===== src/rtl/uart_pkg.sv =====
// Shared UART definitions: parity encodings, receiver state encoding and small
// helpers used by both the transmitter and receiver.
package uart_pkg;

    localparam int PARITY_ODD   = 1;
    localparam int PARITY_MARK  = 2;
    localparam int PARITY_SPACE = 3;

    typedef enum logic [2:0] {
        IDLE   = 3'd0,
        START  = 3'd1,
        DATA   = 3'd2,
        PARITY = 3'd3,
        STOP   = 3'd4
    } rx_state_t;

    // Parity bit the line must carry for a character; unused upper bits must be 0.
    function automatic logic parity_expected(input int ptype, input logic [8:0] data);
        logic p;
        case (ptype)
            PARITY_ODD:   p = ~^data;
            PARITY_MARK:  p = 1'b1;
            PARITY_SPACE: p = 1'b0;
            default:      p = ^data;
        endcase
        return p;
    endfunction

    function automatic int clog2(input int value);
        int r;
        r = 0;
        for (int i = 0; i < 31; i++) begin
            if ((1 << i) < value) begin
                r = i + 1;
            end
        end
        return r;
    endfunction

endpackage


===== src/rtl/uart_rx_sync.sv =====
// Two-flop synchronizer for the serial line with a registered previous value,
// reset to the idle (high) level so reset release never looks like a start edge.
module uart_rx_sync (
    input  logic aclk,
    input  logic arst,
    input  logic rxd,
    output logic rxd_s,
    output logic fall
);

    logic meta;
    logic rxd_prev;

    always_ff @(posedge aclk) begin
        if (arst) begin
            meta     <= 1'b1;
            rxd_s    <= 1'b1;
            rxd_prev <= 1'b1;
        end else begin
            meta     <= rxd;
            rxd_s    <= meta;
            rxd_prev <= rxd_s;
        end
    end

    assign fall = rxd_prev & ~rxd_s;

endmodule


===== src/rtl/axis_uart_rx.sv =====
// Oversampling UART receiver with a one-character AXI-Stream output buffer;
// parity and framing errors travel with the character in tuser.
module axis_uart_rx
    import uart_pkg::*;
#(
    parameter int PARITY_ENA  = 0,
    parameter int PARITY_TYPE = 1,
    parameter int STOP_BITS   = 1,
    parameter int DATA_BITS   = 8,
    parameter int OVERSAMPLE  = 16
) (
    input  logic                 aclk,
    input  logic                 arst,
    input  logic                 rxd,
    input  logic                 uart_ena,
    output logic [DATA_BITS-1:0] m_axis_tdata,
    output logic                 m_axis_tvalid,
    input  logic                 m_axis_tready,
    output logic [1:0]           m_axis_tuser,
    output logic                 overrun
);

    localparam int TICK_W = clog2(OVERSAMPLE);
    localparam int BIT_W  = clog2(DATA_BITS);
    localparam logic [TICK_W-1:0] MID_TICK  = TICK_W'(OVERSAMPLE / 2 - 1);
    localparam logic [TICK_W-1:0] LAST_TICK = TICK_W'(OVERSAMPLE - 1);
    localparam logic [BIT_W-1:0]  LAST_BIT  = BIT_W'(DATA_BITS - 1);
    localparam logic              LAST_STOP = 1'(STOP_BITS - 1);

    rx_state_t            state;
    logic [TICK_W-1:0]    tick_cnt;
    logic [BIT_W-1:0]     bit_cnt;
    logic                 stop_cnt;
    logic [DATA_BITS-1:0] shreg;
    logic                 parity_err;
    logic                 frame_err;
    logic                 rxd_s;
    logic                 fall;
    logic                 sample;

    uart_rx_sync u_sync (
        .aclk  (aclk),
        .arst  (arst),
        .rxd   (rxd),
        .rxd_s (rxd_s),
        .fall  (fall)
    );

    // The start bit is checked at its middle; every later bit one full bit period on.
    assign sample = uart_ena && (tick_cnt == ((state == START) ? MID_TICK : LAST_TICK));

    always_ff @(posedge aclk) begin
        // NOTE: every register, the shift register included, is cleared by reset so a
        // mid-frame reset leaves no partial or buffered character behind.
        if (arst) begin
            state         <= IDLE;
            tick_cnt      <= '0;
            bit_cnt       <= '0;
            stop_cnt      <= 1'b0;
            shreg         <= '0;
            parity_err    <= 1'b0;
            frame_err     <= 1'b0;
            m_axis_tdata  <= '0;
            m_axis_tvalid <= 1'b0;
            m_axis_tuser  <= '0;
            overrun       <= 1'b0;
        end else begin
            overrun <= 1'b0;
            if (m_axis_tvalid && m_axis_tready) begin
                m_axis_tvalid <= 1'b0;
            end

            if (state != IDLE && uart_ena) begin
                tick_cnt <= sample ? '0 : tick_cnt + 1'b1;
            end

            case (state)
                IDLE: begin
                    if (fall) begin
                        tick_cnt   <= '0;
                        bit_cnt    <= '0;
                        stop_cnt   <= 1'b0;
                        parity_err <= 1'b0;
                        frame_err  <= 1'b0;
                        state      <= START;
                    end
                end
                START: begin
                    if (sample) begin
                        state <= rxd_s ? IDLE : DATA;
                    end
                end
                DATA: begin
                    if (sample) begin
                        shreg <= {rxd_s, shreg[DATA_BITS-1:1]};
                        if (bit_cnt == LAST_BIT) begin
                            bit_cnt <= '0;
                            state   <= (PARITY_ENA != 0) ? PARITY : STOP;
                        end else begin
                            bit_cnt <= bit_cnt + 1'b1;
                        end
                    end
                end
                PARITY: begin
                    if (sample) begin
                        parity_err <= (rxd_s != parity_expected(PARITY_TYPE, 9'(shreg)));
                        state      <= STOP;
                    end
                end
                STOP: begin
                    if (sample) begin
                        if (stop_cnt == LAST_STOP) begin
                            stop_cnt <= 1'b0;
                            state    <= IDLE;
                            // A full buffer that is not being drained loses the new frame.
                            if (!m_axis_tvalid || m_axis_tready) begin
                                m_axis_tvalid <= 1'b1;
                                m_axis_tdata  <= shreg;
                                m_axis_tuser  <= {frame_err | ~rxd_s, parity_err};
                            end else begin
                                overrun <= 1'b1;
                            end
                        end else begin
                            frame_err <= frame_err | ~rxd_s;
                            stop_cnt  <= 1'b1;
                        end
                    end
                end
                default: state <= IDLE;
            endcase
        end
    end

endmodule


===== config.mk =====
export PLATFORM = sky130hd
export DESIGN_NAME = axis_uart_rx
export DESIGN_NICKNAME = d
export VERILOG_FILES = /design/src/rtl/uart_pkg.sv /design/src/rtl/uart_rx_sync.sv /design/src/rtl/axis_uart_rx.sv
export SDC_FILE = /design/constraint.sdc
export NUM_CORES = 1
export LEC_CHECK = 0
export CAP_MARGIN = 25
export CORE_MARGIN = 2
export CORE_UTILIZATION = 35
export CTS_CLUSTER_DIAMETER = 60
export DETAILED_ROUTE_END_ITERATION = 10
export GPL_ROUTABILITY_DRIVEN = 0
export PLACE_DENSITY = 0.5
export SYNTH_ARGS = -nofsm -noshare
export SYNTH_HDL_FRONTEND = slang
export SYNTH_SLANG_ARGS = --single-unit

===== constraint.sdc =====
create_clock -name aclk -period 3.8 [get_ports aclk]
set_clock_uncertainty 0.2 [all_clocks]
set_input_delay 0.95 -clock aclk [delete_from_list [all_inputs] [get_ports aclk]]
set_output_delay 0.95 -clock aclk [all_outputs]
set_load 0.01 [all_outputs]

# Word-level counts from Yosys, hierarchy flattened
# Index checks and enable logic that the tools add are counted.
[word_totals] register_bits=36 input_bits=5 word_cells=92
[op_classes] add_sub_neg=2 n_eq_ne=15 muxes=36 bitwise=6 reduce_logical=19
[op_table] op="$mux W3" count=10
[op_table] op="$mux W4" count=5
[op_table] op="$ne A2 B2 Y1 const B" count=8
[op_table] op="$mux W1" count=15
[op_table] op="$pmux W3 S5" count=1
[op_table] op="$reduce_and A3 Y1" count=3
[op_table] op="$reduce_xnor A9 Y1" count=1
[op_table] op="$reduce_and A4 Y1" count=2
[op_table] op="$reduce_and A7 Y1" count=1
[op_table] op="$eq A3 B2 Y1 const B" count=2
[op_table] op="$eq A3 B3 Y1 const B" count=2
[op_table] op="$pmux W1 S2" count=3
[op_table] op="$pmux W3 S2" count=1
[op_table] op="$reduce_bool A2 Y1" count=3
[op_table] op="$add A4 B1 Y4 const B" count=1
[op_table] op="$eq A4 B4 Y1" count=1
[op_table] op="$not A1 Y1" count=4
[op_table] op="$reduce_or A4 Y1" count=1
[op_table] op="$add A3 B1 Y3 const B" count=1
[op_table] op="$eq A3 B1 Y1 const B" count=1
[op_table] op="$logic_and A1 B1 Y1" count=3
[op_table] op="$logic_not A3 Y1" count=1
[op_table] op="$reduce_bool A3 Y1" count=1
[op_table] op="$mux W2" count=1
[op_table] op="other kinds (6)" count=6

# Logic depth before layout (Yosys ltp)
[logic_depth] depth_word=10 depth_mapped=6

# Cells and area by module
# From an unflattened synthesis, not the netlist that was laid out.
[hier_totals] cells_unflattened=170 area_unflattened_um2=1551.5
[modules_own_cells] module="axis_uart_rx" instances=1 cells_each=163 area_per_inst_um2=1466.4 seq_area_each_um2=640.6
[modules_own_cells] module="uart_rx_sync" instances=1 cells_each=7 area_per_inst_um2=85.1 seq_area_each_um2=60.1

# Least setup slack after synthesis
# Ideal clock, no wire load.
[synth_path] path_kind="input -> register" startpoint="input port uart_ena" endpoint="register shreg[7]" setup_time_ns=0.128 arrival_ns=1.733 required_time_ns=3.472 path_slack_ns=1.740 stages=5 path_cell_list="nand4_1 > nor4b_1 > buf_4 > mux2i_1 > nor2_1"
[synth_between] elab_chain_cells=2
[synth_rtl] item="from (decl)" line="axis_uart_rx.sv:15" text="input logic uart_ena,"
[synth_rtl] item="$logic_and A1 B1 Y1" line="axis_uart_rx.sv:50" text="assign sample = uart_ena && (tick_cnt == ((state == START) ? MID_TICK : LAST_TICK));"
[synth_rtl] item="$reduce_and A2 Y1 (no line)"
[synth_rtl] item="to (signal assigned)" line="axis_uart_rx.sv:95" text="shreg <= {rxd_s, shreg[DATA_BITS-1:1]};"
[synth_rtl] item="to (decl)" line="axis_uart_rx.sv:34" text="logic [DATA_BITS-1:0] shreg;"
# Every way passes these cells.
# A chain may end at the register's enable or synchronous reset.

# Worst setup path in the final report
[layout_path] startpoint="input port uart_ena" endpoint="register m_axis_tuser[1]"
[layout_between] elab_chain_cells=2
[layout_rtl] item="$logic_and A1 B1 Y1" line="axis_uart_rx.sv:50"
[layout_rtl] item="$reduce_and A4 Y1 (no line)"
[layout_rtl] item="to (signal assigned)" line="axis_uart_rx.sv:119" text="m_axis_tuser <= {frame_err | ~rxd_s, parity_err};"
[layout_rtl] item="to (decl)" line="axis_uart_rx.sv:19" text="output logic [1:0] m_axis_tuser,"
# Every way passes these cells.

==> impl_metrics.py <==
metrics = {
    "outcome": {
        "status": "finished clean",
    },
    "power": {
        "sw_frac_of_total_pct": 21.0,
        "clkPwrFrac_pct": 45.7,
        "p_seq_share_pct": 51.1,
        "p_int_mw": 0.574,
        "cellPowerDensity_mw_per_mm2": 392,
        "p_comb_share_pct": 3.2,
        "irDropWorstVdd_v": 0.000191,
        "p_leak_nw": 0.724,
        "power_switching_mw": 0.153,
    },
    "critical_path": {
        "cp_max_fo": 11,
        "arrival_ps": 2430,
        "cp_num_buf_inv": 2,
        "path_cells": "clkdlybuf4s50_1, and4_1, nand4_1, buf_4, nor3b_1, a211oi_1",
        "critPathKind": "input pin to flop",
        "cp-start-kind": "input pin",
        "required_ps": 3760,
        "slowest_delay_ps": 560,
        "rr_startpoint": "bit_cnt[0]$_SDFFE_PP0P_",
        "path_delay_family": "buffers and inverters",
        "worstSetupEndpointType": "flop",
        "startpoint": "uart_ena",
        "slowest_stage": "clkdlybuf4s50_1",
    },
    "place": {
        "dp_hpwl_um": 2020,
        "post-place-ws_ps": 1050,
        "port-buffer-count": 16,
        "place_area_mm2": 0.00174,
    },
    "cts": {
        "clk_pin_slew_ps": 70,
        "cts_tree": "done",
        "clockBufferDepth": 2,
        "cts_root_buf": "clkbuf_8",
        "postCtsSetupBuffers": 0,
        "cts_sinks": 35,
        "cts_resized": 0,
        "hold_buffers": 0,
        "worst_skew_pair.late_latency_ps": 280,
        "cts_buffers": 5,
        "ctsHtreeMaxLevel": 2,
    },
    "global_route": {
        "grt_pass1_vias": 1126,
        "grt_overflow": 0,
        "grt_pass1_wl_um": 5220,
        "antenna_found_initial": 0,
        "grt.met3_usage_pct": 5.05,
        "grt_max_degree": 35,
        "grt_busiest_layer": "met2",
        "use_met1_pct": 16.6,
        "gr-usage-all-layers_pct": 13.3,
        "met2_usage_pct": 20.2,
    },
    "sta": {
        "setup_viol": 0,
        "setup-tns-final_ps": 0,
        "slew_violations": 0,
        "fmax_mhz": 405,
        "hold_slack_ps": 210,
        "worst_slack_ps": 1330,
        "maxSlewHeadroom_pct": 60.1,
        "hold_viol": 0,
        "worst_slew_pin_slew_ps": 593,
        "period_needed_ps": 2470,
        "rsz0062_at_grt": "false",
        "period_share_pct": 65.0,
    },
    "route": {
        "ant_nets": 0,
        "avgRoutedWirePerCell_um": 12.9,
        "finalWirelength_um": 2960,
        "firstDrtPassIters": 4,
        "vias": 1140,
        "drc": 0,
        "drt_iter0_drc": 62,
        "post_drt_via_cell_ratio": 4.98,
    },
    "die": {
        "rows": 24,
        "chipWidth_um": 70.2,
        "io_pins": 17,
        "coreArea_mm2": 0.00429,
        "die-height_um": 70.2,
        "start_util_pct": 35.8,
        "dieArea_mm2": 0.00493,
    },
    "synthesis": {
        "synth-seq-cells": 35,
        "syn_area_mm2": 0.00154,
        "synthCells": 159,
        "syn_area_per_cell_um2": 9.66,
        "synth_cell_types": 35,
        "ys_warn_count": 0,
        "synth-seq-area-share_pct": 45.6,
        "syn-num-nets": 167,
    },
    "layout": {
        "syn_to_final_growth_pct": 20.7,
        "design_area_mm2": 0.00185,
        "antennaDiodeCount": 0,
        "mostFrequentLayoutCell": "dfxtp_1",
        "final_cell_mix": "dfxtp_1, nor2_1, mux2i_1",
        "drive_above_1_share_pct": 9.60,
        "nNetsFinal": 184,
    },
    "flow_run": {
        "cap_violations": 0,
    },
    "hold_path": {
        "worstHoldStart": "u_sync.meta$_SDFF_PP1_",
        "min_path_type": "flop to flop",
    },
}
[worst register-to-register path, cell delays in order (launching register included)]
cell,delay (ps)
dfxtp_1,370
ha_1,160
ha_1,190
o21ai_1,60
and3_1,210
or4_1,460
a211oi_1,240
[metrics by stage]
step                std cells  utilization [%]  power (mW)
finish                    229             43.2       0.727
global route              229             43.2       0.760
CTS                       229             43.2       0.740
detailed placement        221             40.5       0.404
global placement          221             40.5       0.403
floorplan                 159                -       0.394
[kinds of logic after synthesis]
family / count (synthesis) / share of synthesized area, %
flops: 35 / 45.6
fa+ha+maj: 3 / 2.45
simple gates: 60 / 20.2
buf+inv: 11 / 3.67
mux: 21 / 13.7
xor+xnor: 9 / 6.03
compound gates: 20 / 8.31
[power by group through the flow]
stage	sequential (mW)	clock (mW)	combinational, mW
after floorplan	0.378	0	0.0158
after global placement	0.380	0	0.0229
after detailed placement	0.380	0	0.0233
after CTS	0.372	0.345	0.0233
after global routing	0.372	0.363	0.0253
final	0.372	0.332	0.0230
[flip-flops by register name, indices dropped and copies added (netlist names), 2 cells and up]
register	cells
tick_cnt	4
shreg	8
m_axis_tdata	8
bit_cnt	3
state	3
m_axis_tuser	2
[routing by layer]
layer | up-vias | routed length [µm]
met5 | - | 0
met4 | 0 | 36
met3 | 5 | 117
met2 | 16 | 1360
met1 | 531 | 1440
li1 | 588 | -
[Yosys cell counts]
cell	count	area share (%)
nor4b_1	2	1.1
o21ai_0	3	0.98
and4_1	1	0.57
o2111ai_1	1	0.57
mux2i_1	21	14
a211oi_1	3	1.5
a21oi_2	1	0.57
a21oi_1	6	2.0
inv_1	2	0.49
nor3b_1	2	0.98
nand3_2	1	0.65
nor2b_1	1	0.41
xnor2_1	6	3.4
nor3_1	3	0.98
xor2_1	2	1.1
buf_2	3	0.98
and3_1	1	0.41
ha_1	3	2.4
o211ai_1	1	0.49
o21ai_1	1	0.33
or4_1	2	0.98
buf_4	3	1.5
dfxtp_1	35	46
nor2_1	22	5.4
o21a_1	1	0.49
or2_2	3	1.2
nand2_1	7	1.7
xnor3_1	1	1.5
and2_1	1	0.41
o31ai_1	3	1.5
nand2b_1	6	2.4
nand3_1	4	1.3
clkbuf_1	3	0.73
or3_1	1	0.41
nand4_1	3	1.2
[area by class of cell]
type,instances,area (µm²)
Tap cell,52,65.1
Clock buffer,5,68.8
Inverter,2,7.51
Fill cell,409,2440
Multi-Input combinational cell,113,785
Sequential cell,35,701
Clock inverter,3,43.8
Timing Repair Buffer,19,183
[final timing paths]
path              slack [ps]  cells past startpoint                           end
hold reg to reg          210                      1       u_sync.rxd_s$_SDFF_PP1_
hold / removal           210                      1       u_sync.rxd_s$_SDFF_PP1_
setup reg to reg        1820                      6         state[1]$_SDFFE_PP0P_
setup / recovery        1330                      6  m_axis_tuser[1]$_SDFFE_PP0P_
Note: power is estimated with default switching activity, not from simulation.
